$ cat src/rtl/btn_onehot_debounce_pkg.sv
// Shared constants and the one-hot classifier for the button debouncer.
// Latency: n/a (types, constants and a pure function only).
// Backpressure: n/a.
package btn_onehot_debounce_pkg;

  localparam int BTN_W               = 4;
  localparam int DEBOUNCE_CYCLES_DEF = 4;

  // How many debounced buttons are down: none, exactly one, or several.
  typedef enum logic [1:0] {
    CODE_NONE  = 2'd0,
    CODE_ONE   = 2'd1,
    CODE_MULTI = 2'd2
  } code_kind_e;

  function automatic code_kind_e classify(input logic [BTN_W-1:0] v);
    int unsigned n;
    n = 0;
    for (int i = 0; i < BTN_W; i++) begin
      n = n + {31'd0, v[i]};
    end
    if (n == 0) begin
      return CODE_NONE;
    end else if (n == 1) begin
      return CODE_ONE;
    end
    return CODE_MULTI;
  endfunction

endpackage

$ cat src/rtl/debounce_bit.sv
// Two-flop synchronizer plus saturating agreement counter for one button bit.
// Latency: a steady raw level reaches s DEBOUNCE_CYCLES+1 edges after first being sampled.
// Backpressure: none; free-running, s is a level.
module debounce_bit
  import btn_onehot_debounce_pkg::*;
#(
  parameter int DEBOUNCE_CYCLES = DEBOUNCE_CYCLES_DEF
) (
  input  logic clk,
  input  logic rst,
  input  logic raw,
  output logic s
);

  localparam int             CW      = $clog2(DEBOUNCE_CYCLES);
  localparam logic [CW-1:0]  CNT_MAX = CW'(DEBOUNCE_CYCLES - 1);

  logic          sync1;
  logic          sync2;
  logic [CW-1:0] cnt;

  // Bring the asynchronous button level into the clk domain.
  always_ff @(posedge clk or posedge rst) begin
    if (rst) begin
      sync1 <= 1'b0;
      sync2 <= 1'b0;
    end else begin
      sync1 <= raw;
      sync2 <= sync1;
    end
  end

  // Accept a new level only after it has disagreed with s for DEBOUNCE_CYCLES
  // consecutive cycles; any agreement restarts the count, so it never wraps.
  always_ff @(posedge clk or posedge rst) begin
    if (rst) begin
      s   <= 1'b0;
      cnt <= '0;
    end else if (sync2 == s) begin
      cnt <= '0;
    end else if (cnt == CNT_MAX) begin
      s   <= sync2;
      cnt <= '0;
    end else begin
      cnt <= cnt + 1'b1;
    end
  end

endmodule

$ cat src/rtl/btn_onehot_debounce.sv
// Debounces BTN_W buttons and presents a registered one-hot code, enable, press pulse and multi flag.
// Latency: steady raw level sampled at edge k shows on a/en/multi/press at edge k+2+DEBOUNCE_CYCLES.
// Backpressure: none; outputs are levels except press, a single-cycle pulse that is not held.
module btn_onehot_debounce
  import btn_onehot_debounce_pkg::*;
#(
  parameter int DEBOUNCE_CYCLES = DEBOUNCE_CYCLES_DEF
) (
  input  logic             clk,
  input  logic             rst,
  input  logic [BTN_W-1:0] btn,
  output logic [BTN_W-1:0] a,
  output logic             en,
  output logic             press,
  output logic             multi
);

  logic [BTN_W-1:0] s;
  logic [BTN_W-1:0] a_nxt;
  logic             en_nxt;
  logic             multi_nxt;
  logic             press_nxt;

  for (genvar i = 0; i < BTN_W; i++) begin : g_bit
    debounce_bit #(
      .DEBOUNCE_CYCLES(DEBOUNCE_CYCLES)
    ) u_bit (
      .clk (clk),
      .rst (rst),
      .raw (btn[i]),
      .s   (s[i])
    );
  end

  // Decode the debounced vector; press fires when a new valid code appears,
  // including a direct switch from one button to another.
  always_comb begin
    a_nxt     = '0;
    en_nxt    = 1'b0;
    multi_nxt = 1'b0;
    unique case (classify(s))
      CODE_ONE: begin
        a_nxt  = s;
        en_nxt = 1'b1;
      end
      CODE_MULTI: multi_nxt = 1'b1;
      default:    ;
    endcase
    press_nxt = en_nxt && (!en || (a_nxt != a));
  end

  // Register the decoded outputs so the downstream encoder sees clean levels.
  always_ff @(posedge clk or posedge rst) begin
    if (rst) begin
      a     <= '0;
      en    <= 1'b0;
      press <= 1'b0;
      multi <= 1'b0;
    end else begin
      a     <= a_nxt;
      en    <= en_nxt;
      press <= press_nxt;
      multi <= multi_nxt;
    end
  end

endmodule

$ cat config.mk
export PLATFORM = sky130hd
export DESIGN_NAME = btn_onehot_debounce
export DESIGN_NICKNAME = d
export VERILOG_FILES = /design/src/rtl/btn_onehot_debounce_pkg.sv /design/src/rtl/debounce_bit.sv /design/src/rtl/btn_onehot_debounce.sv
export SDC_FILE = /design/constraint.sdc
export NUM_CORES = 1
export LEC_CHECK = 0
export CAP_MARGIN = 5
export CORE_ASPECT_RATIO = 0.9
export CORE_MARGIN = 2
export CORE_UTILIZATION = 37
export DETAILED_ROUTE_END_ITERATION = 8
export PLACE_DENSITY = 0.58
export SLEW_MARGIN = 5
export SYNTH_ARGS = -nofsm -noshare
export SYNTH_HDL_FRONTEND = slang
export SYNTH_SLANG_ARGS = --single-unit
$ cat constraint.sdc
create_clock -name clk -period 4.6 [get_ports clk]
set_input_delay 1.38 -clock clk [delete_from_list [all_inputs] [get_ports clk]]
set_output_delay 1.38 -clock clk [all_outputs]
set_load 0.01 [all_outputs]
Word-level counts from Yosys, hierarchy flattened
Index checks and enable logic that the tools add are counted.
{ "word_totals": {"register_bits": 27, "in_bits": 6} }
{ "op_classes": {"n_addsub": 7, "mux": 16, "bitwise_logic": 4, "eq_ne": 12, "n_reduce_logical": 8} }
{ "ops": {"columns": ["op", "count"], "rows": [
  ["$logic_not 32->1", 1],
  ["$mux 2", 11],
  ["$eq 2x2->1 const B", 5],
  ["$add 2x1->2 const B", 4],
  ["$reduce_and 2->1", 4],
  ["$add 3x1->4", 1],
  ["$eq 1x1->1", 4],
  ["$eq 4x1->1 const B", 1],
  ["$mux 1", 4],
  ["$mux 4", 1],
  ["$ne 4x4->1", 1],
  ["$not 1->1", 4],
  ["$add 2x1->3", 1],
  ["$add 1x1->2", 1],
  ["$eq 2x1->1 const B", 1],
  ["$logic_and 1x1->1", 1],
  ["$logic_not 1->1", 1],
  ["$logic_or 1x1->1", 1]
]} }

Depth between registers and ports, before layout
Gate-level depths: netlist (run 1).
{ "logic_depth": {"ltp_word": 12, "depth_mapped": 8} }

Cells and area by module
A second synthesis (run 1) with hierarchy kept.
{ "hier_totals": {"hier_cells": 73, "area_unflattened_um2": 1047.3} }
{ "modules_own_cells": {"columns": ["module", "seq_area_each_um2", "area_per_inst_um2", "cells_per_inst", "instances"], "rows": [
  ["debounce_bit", 125.1, 177.7, 11, 4],
  ["btn_onehot_debounce", 175.2, 336.6, 29, 1]
]} }

Worst setup path before layout (run 1)
OpenSTA, ideal clock, no wires.
{ "synth_timing": {"kind": "reg-to-reg", "from": "register g_bit[0].u_bit.s", "to": "register press", "synth_period_minus_slack_ns": 1.947, "stages_incl_launch_ff": 9, "setup_time_ns": 0.082, "required_ns": 4.518, "n_path_buf": 0, "path_slack_ns": 2.653, "arrival_ns": 1.865, "cell_sequence": "dfrtp_1 > inv_2 > fa_1 > inv_1 > ha_1 > ha_1 > nor3b_2 > inv_2 > a31oi_1"} }
{ "synth_via": {"elab_cells_between_ends": 15, "classes_between": "add/sub (3); eq/ne (3); mux (6); reduce/logical (3)"} }
{ "synth_lines": {"columns": ["item", "line_no", "source"], "rows": [
  ["from (decl)", "debounce_bit.sv:12", "output logic s"],
  ["from (signal assigned)", "debounce_bit.sv:42", "s <= sync2;"],
  ["$add 1x1->2 *", "btn_onehot_debounce_pkg.sv:20", "n = n + {31'd0, v[i]};"],
  ["$add 2x1->3 *", "btn_onehot_debounce_pkg.sv:20", null],
  ["$add 3x1->4 *", "btn_onehot_debounce_pkg.sv:20", null],
  ["$eq 4x1->1", "btn_onehot_debounce_pkg.sv:24", "end else if (n == 1) begin"],
  ["$mux 1", "btn_onehot_debounce_pkg.sv:24", null],
  ["$mux 1", "btn_onehot_debounce_pkg.sv:22", "if (n == 0) begin"],
  ["$mux 2 *", "btn_onehot_debounce_pkg.sv:27", "return CODE_MULTI;"],
  ["$eq 2x1->1 *", "btn_onehot_debounce.sv:41", "unique case (classify(s))"],
  ["$mux 1 *", "btn_onehot_debounce.sv:41", null],
  ["via en_nxt", "btn_onehot_debounce.sv:20", "logic en_nxt;"],
  ["$logic_and 1x1->1 *", "btn_onehot_debounce.sv:49", "press_nxt = en_nxt && (!en || (a_nxt != a));"],
  ["via press_nxt", "btn_onehot_debounce.sv:22", "logic press_nxt;"],
  ["to (signal assigned)", "btn_onehot_debounce.sv:62", "press <= press_nxt;"],
  ["to (decl)", "btn_onehot_debounce.sv:14", "output logic press,"]
]} }
The timed path passes the listed nets; every way through them passes the cells marked *.
A chain may end at the register's enable or synchronous reset.

Worst setup path in the final report (run 1)
{ "layout_timing": {"from": "register a[0]", "to": "output port a[0]"} }
{ "layout_lines": {"columns": ["item", "line_no", "source"], "rows": [
  ["from (decl)", "btn_onehot_debounce.sv:12", "output logic [BTN_W-1:0] a,"],
  ["from (signal assigned)", "btn_onehot_debounce.sv:60", "a <= a_nxt;"]
]} }
No word-level cell between the ends.

==> results of run 1 <==
[through the flow]
step / cells / hold WS, ns / util [%] / setup slack, ns
finish: 116 / 0.365 / 47.0 / 1.96
floorplan: 72 / 0.331 / - / 2.65
global placement: 112 / 0.333 / 45.9 / 1.99
detailed placement: 112 / 0.335 / 45.9 / 1.98
CTS: 116 / 0.366 / 47.0 / 1.94
global route: 116 / 0.374 / 47.0 / 1.89
[cell families (layout without fill, tap and decap cells)]
family | Yosys count | after routing
AO/OA/AOI/OAI | 4 | 4
XOR/XNOR | 8 | 8
adder cells (fa/ha/maj) | 7 | 7
flip-flops | 27 | 27
multiplexers | 1 | 1
buffers and inverters | 7 | 23
AND/OR/NAND/NOR | 18 | 18
[layout by cell type (no fill, tap or decap), types with 2 or more instances in the layout]
cell / netlist / final
sky130_fd_sc_hd__clkbuf_4: 0 / 3
sky130_fd_sc_hd__clkdlybuf4s50_1: 0 / 12
sky130_fd_sc_hd__dfrtp_1: 27 / 27
sky130_fd_sc_hd__ha_1: 6 / 6
sky130_fd_sc_hd__inv_1: 5 / 5
sky130_fd_sc_hd__inv_2: 2 / 2
sky130_fd_sc_hd__nand2_1: 3 / 3
sky130_fd_sc_hd__nor2_1: 3 / 3
sky130_fd_sc_hd__nor2b_1: 4 / 4
sky130_fd_sc_hd__nor3_1: 5 / 5
sky130_fd_sc_hd__o21ai_1: 3 / 3
sky130_fd_sc_hd__xnor2_1: 5 / 5
sky130_fd_sc_hd__xor2_1: 3 / 3
[area by class of cell]
type | count | share of cell area, %
well taps | 28 | 2.97
clock buffers | 4 | 2.23
inverters | 7 | 2.23
repair buffers | 12 | 10.2
multi-input cells | 38 | 25.1
flip-flops and latches | 27 | 57.3
[worst max path at each step]
stage | from | to | slack, ns | cells past startpoint
6_report | a[0] | a[0] | 1.96 | 1
5_1_grt | a[2] | a[2] | 1.89 | 1
4_1_cts | a[2] | a[2] | 1.94 | 1
3_5_place_dp | rst | g_bit[1].u_bit.cnt[1] | 1.98 | 2
3_3_place_gp | rst | g_bit[3].u_bit.cnt[0] | 1.99 | 2
2_1_floorplan | g_bit[0].u_bit.s | press | 2.65 | 8
[state kept, by name, indices dropped and copies added, names as in the netlist]
name	flops
g_bit.u_bit.sync2	4
a	4
multi	1
en	1
press	1
g_bit.u_bit.s	4
g_bit.u_bit.sync1	4
g_bit.u_bit.cnt	8
[metal layers]
metal	vias to the layer above	part of all wire (%)	wire length [um]	global-route usage (%)
li1	261	-	-	-
met4	0	1.2	16	5.68
met2	13	45	599	15.9
met1	262	48	632	13.3
met3	2	5.5	73	5.13
met5	-	0	0	0
[report_power, final]
| part | switching (mW) | internal [mW] |
|---|---|---|
| clock | 0.0647 | 0.0339 |
| sequential | 0.0449 | 0.310 |
| combinational | 0.138 | 0.148 |
| total | 0.248 | 0.492 |
==> results.toml, run 1 <==
[synth]
synth_top_family_by_area = "simple AND/OR/NAND/NOR gates"
netlist.area_leader.share_pct = 67.8
synth_cell_types = 17
synth_common_cells = "sky130_fd_sc_hd__dfrtp_1, sky130_fd_sc_hd__ha_1, sky130_fd_sc_hd__inv_1, sky130_fd_sc_hd__nor3_1, sky130_fd_sc_hd__xnor2_1"
simple_gate_area_share_of_the_yosys_netlist_pct = 9.79
syn_area_sq_um = 997
compound_gate_fraction_of_synth_area_pct = 2.13
syn-num-nets = 85
xor_and_xnor_area_share_after_synthesis_pct = 7.03
ys_warn_count = 0
synth-async-reset-ratio_pct = 100
synth_edf_count = 0
synthFlopType = "sky130_fd_sc_hd__dfrtp_1"
synth_area_leader_cell = "sky130_fd_sc_hd__dfrtp_1"
yosys.area_share.adder_pct = 9.54
yosysSeqAreaShare_pct = 67.8
post_synth_inst_count = 72
avgSynthCellArea_sq_um = 13.9
ys_ff_latch = 27
synthMostInstantiatedCell = "sky130_fd_sc_hd__dfrtp_1"
synth_mux_area_share_pct = 1.13
synth.top_cells.by_area = "sky130_fd_sc_hd__dfrtp_1, sky130_fd_sc_hd__ha_1, sky130_fd_sc_hd__xnor2_1"

[clock_tree]
cts-resized-gates = 0
cts_tree = "built"
clock_sink_count = 27
clock_tree.root_cell = "sky130_fd_sc_hd__clkbuf_4"
clock_tree.htree_level_count = 1
cts-hold-fix-buffers = 0
post-cts-setup-buffers = 0
clk_path_buf_depth = 2
clock_latency_ns = 0.32
number_of_clock_buffers_inserted_by_tritoncts = 3
clock_slew_at_the_register_clock_pins_of_the_worst_setup_and_hold_paths_ns = 0.13

[finish]
combined_area_of_the_multi_input_logic_cells_sq_um = 295
final_layout_size_suffix_gt1_share_pct = 6.82
fin_nets = 102
postLayoutCellArea_sq_mm = 0.00118
area_delta_synth_final_pct = 18.2
ff_latch_area_sq_um = 676
fillerInstances = 241
antennaDiodeCount = 0

[placement]
portBuffers = 12
dpl_cell_area_sq_mm = 0.00115
gp_congestion = 0.658
post-dp-hpwl_um = 970

[critical_path]
type_of_the_worst_setup_path = "reg -> out"
critical_path_peak_fanout = 2
worst_setup_path_start_kind = "flip-flop"
r2r_cells = 8
crit-reg2reg-launch = "g_bit[0].u_bit.s"
worst-path-buf-inv = 1
series_of_cell_instances_along_the_critical_path = "clkdlybuf4s50_1"
path_delay_family = "buffers and inverters"
crit_arrival_ns = 1.26
slowest_stage = "sky130_fd_sc_hd__clkdlybuf4s50_1"
max_stage_delay_ns = 0.54
r2r_slack_ns = 2.46
end_kind = "output port"
timing.rr.end = "press"
crit_required_ns = 3.22

[die]
fp.dieArea_sq_mm = 0.00313
initial_utilization_pct = 39.7
floorplan.rows = 17
design.core.area_sq_mm = 0.00251
ios = 13
die_height_um = 53.3
die_x_um = 58.7

[sta]
fin_tns_setup_ns = 0
timing.fmax_mhz = 379
final-max-slew-violation-count = 0
finalSetupViolCount = 0
finalCritPeriodShare_pct = 57.4
timing.final.crit_period_ns = 2.64
worst_slew_pin_tran_ns = 0.968
timing.slew.headroom_pct = 35.4
worst_clock_skew_ns = 0.00445
final_hold_viol_count = 0
rsz0062_at_grt = "false"

[route]
detail_route.wl_per_cell_um = 11.4
drt_drc_violations_left = 0
detail_route.first_pass.iterations = 4
finalWirelength_mm = 1.32
route.detailed.vias_per_inst = 4.64
detailedRoute.firstIterationViolations = 8
total_via_count_after_detailed_routing = 538
postRouteAntennaNets = 0

[power_and_ir_drop]
post-layout-total-power_mw = 0.739
power.density_mw_per_mm2 = 627
leakagePower_nw = 0.563
max-vdd-ir-drop_mv = 0.471

[grt]
overflow = 0
grt_pass1_vias = 526
grt_start_max_net_pins = 28
number_of_antenna_violations_at_the_first_check_in_global_routing = 0
global_route.usage.total_pct = 10.9
first_pass_grt_wire_length_mm = 2.34

[hold_path]
holdPathStages = 0
hold_path_class = "reg -> reg"
hp-start = "g_bit[1].u_bit.sync1"
hold-path-endpoint = "g_bit[1].u_bit.sync2"

[run_status]
run_status = "finished, final reports clean"

[job]
max_cap_viol_count = 0
Note: power is estimated with default switching activity, not from simulation.
==> run 2: changes to the inputs <==
--- a/config.mk
+++ b/config.mk
@@ -10,7 +10,7 @@
 export CORE_MARGIN = 2
 export CORE_UTILIZATION = 37
 export DETAILED_ROUTE_END_ITERATION = 8
-export PLACE_DENSITY = 0.58
+export PLACE_DENSITY = 0.6
 export SLEW_MARGIN = 5
 export SYNTH_ARGS = -nofsm -noshare
 export SYNTH_HDL_FRONTEND = slang
==> constraint.sdc (replaced) <==
create_clock -name clk -period 2.4 [get_ports clk]
set_input_delay 0.72 -clock clk [delete_from_list [all_inputs] [get_ports clk]]
set_output_delay 0.72 -clock clk [all_outputs]
set_load 0.01 [all_outputs]
==> run 2 against run 1 <==
The flow now finishes with violations (design-rule violations). Clock power increased by 88%. Flip-flop and latch count unchanged. Global-route usage decreased by 0.69 points. Combinational power increased by 93%. Clock skew increased by 0.0015 ns. Critical path depth increased by 7. Critical endpoint is now press. Clock-buffer cell count unchanged.
==> results.toml, run 2 (same netlist as run 1, synthesis figures left out) <==
[run_status]
run_status = "finished, violations left"
failed_checks = "design-rule violations"

[die]
ios = 13
initial_utilization_pct = 39.7
die_height_um = 53.3
fp.dieArea_sq_mm = 0.00313
floorplan.rows = 17
die_x_um = 58.7
design.core.area_sq_mm = 0.00251

[sta]
rsz0062_at_grt = "false"
timing.slew.headroom_pct = 78.3
fin_tns_setup_ns = 0
finalCritPeriodShare_pct = 86.8
worst_clock_skew_ns = 0.00594
timing.fmax_mhz = 480
finalSetupViolCount = 0
final-max-slew-violation-count = 0
worst_slew_pin_tran_ns = 0.326
final_hold_viol_count = 0
timing.final.crit_period_ns = 2.08

[critical_path]
end_kind = "flip-flop"
slowest_stage = "sky130_fd_sc_hd__fa_1"
critical_path_peak_fanout = 4
crit_arrival_ns = 2.33
setup.worst_path.start = "g_bit[0].u_bit.s"
series_of_cell_instances_along_the_critical_path = "inv_2 -> fa_1 -> inv_1 -> ha_1 -> ha_1 -> nor3b_2 -> inv_2 -> a31oi_1"
path_delay_family = "adder cells"
crit_required_ns = 2.65
r2r_cells = 8
crit-reg2reg-launch = "g_bit[0].u_bit.s"
timing.rr.end = "press"
max_stage_delay_ns = 0.54
type_of_the_worst_setup_path = "reg -> reg"
worst_setup_path_start_kind = "flip-flop"
worst-path-buf-inv = 3
r2r_slack_ns = 0.32

[hold_path]
hp-start = "g_bit[3].u_bit.sync1"
hold-path-endpoint = "g_bit[3].u_bit.sync2"
hold_path_class = "reg -> reg"
holdPathStages = 0

[power_and_ir_drop]
max-vdd-ir-drop_mv = 0.589
leakagePower_nw = 0.568
post-layout-total-power_mw = 1.42
power.density_mw_per_mm2 = 1190

[route]
total_via_count_after_detailed_routing = 537
finalWirelength_mm = 1.23
detail_route.wl_per_cell_um = 10.5
postRouteAntennaNets = 0
detailedRoute.firstIterationViolations = 9
drt_drc_violations_left = 1
detail_route.first_pass.iterations = 8
route.detailed.vias_per_inst = 4.59

[clock_tree]
number_of_clock_buffers_inserted_by_tritoncts = 3
cts-hold-fix-buffers = 0
clock_sink_count = 27
clk_path_buf_depth = 2
clock_latency_ns = 0.31
clock_slew_at_the_register_clock_pins_of_the_worst_setup_and_hold_paths_ns = 0.13
cts-resized-gates = 0
clock_tree.htree_level_count = 1
cts_tree = "built"
clock_tree.root_cell = "sky130_fd_sc_hd__clkbuf_4"
post-cts-setup-buffers = 0

[finish]
area_delta_synth_final_pct = 18.9
layout.cells.most_common = "sky130_fd_sc_hd__dfrtp_1"
largest-register = "g_bit.u_bit.cnt"
largest_register_ffs = 8
fin_nets = 103
highest_count_cells_in_the_layout_ignoring_fill_and_taps = "sky130_fd_sc_hd__dfrtp_1, sky130_fd_sc_hd__clkdlybuf4s50_1, sky130_fd_sc_hd__ha_1"
post-route-util_pct = 47.3
antennaDiodeCount = 0
final_layout_size_suffix_gt1_share_pct = 7.87

[grt]
overflow = 0
grt_start_max_net_pins = 28
global_route.usage.total_pct = 10.2
number_of_antenna_violations_at_the_first_check_in_global_routing = 0
first_pass_grt_wire_length_mm = 2.24
grt_pass1_vias = 523

[placement]
gp_congestion = 0.673
portBuffers = 12
post-dp-hpwl_um = 946

[job]
max_cap_viol_count = 0
run 2: changes by cell type in the layout (fill, tap and decap cells not counted), sizes merged:
cell  change
buf       +1
run 2: layer usage:
layer / vias up / part of all wire [%] / GRT usage [%]
li1: 264 / - / -
met1: 258 / 46 / 12.3
met2: 13 / 46 / 15.2
met3: 2 / 6.1 / 5.13
met4: 0 / 1.3 / 4.55
met5: - / 0 / 0
run 2: area by class of cell:
cell class | instances | area [sq um]
Fill cell | 240 | 1320
Sequential cell | 27 | 676
Multi-Input combinational cell | 38 | 295
Timing Repair Buffer | 13 | 128
Tap cell | 28 | 35.0
Clock buffer | 4 | 26.3
Inverter | 7 | 26.3
run 2: through the flow:
step / area (sq um) / std cells / hold slack (ns) / worst slack [ns]
2_1_floorplan: 997 / 72 / 0.331 / 0.453
3_3_place_gp: 1160 / 113 / 0.333 / 0.369
3_5_place_dp: 1160 / 113 / 0.335 / 0.316
4_1_cts: 1190 / 117 / 0.364 / 0.290
5_1_grt: 1190 / 117 / 0.376 / 0.122
6_report: 1190 / 117 / 0.359 / 0.317
run 2: how the worst max path moves through the flow:
stage / end / slack [ns] / cells after the start
finish: press / 0.32 / 8
global route: press / 0.12 / 8
CTS: press / 0.29 / 8
detailed placement: press / 0.32 / 8
global placement: press / 0.37 / 8
floorplan: press / 0.45 / 8
run 2: report_power, final:
group | total (mW) | internal, mW | switching (mW)
combinational | 0.553 | 0.287 | 0.266
clock | 0.185 | 0.0649 | 0.120
sequential | 0.679 | 0.594 | 0.0856
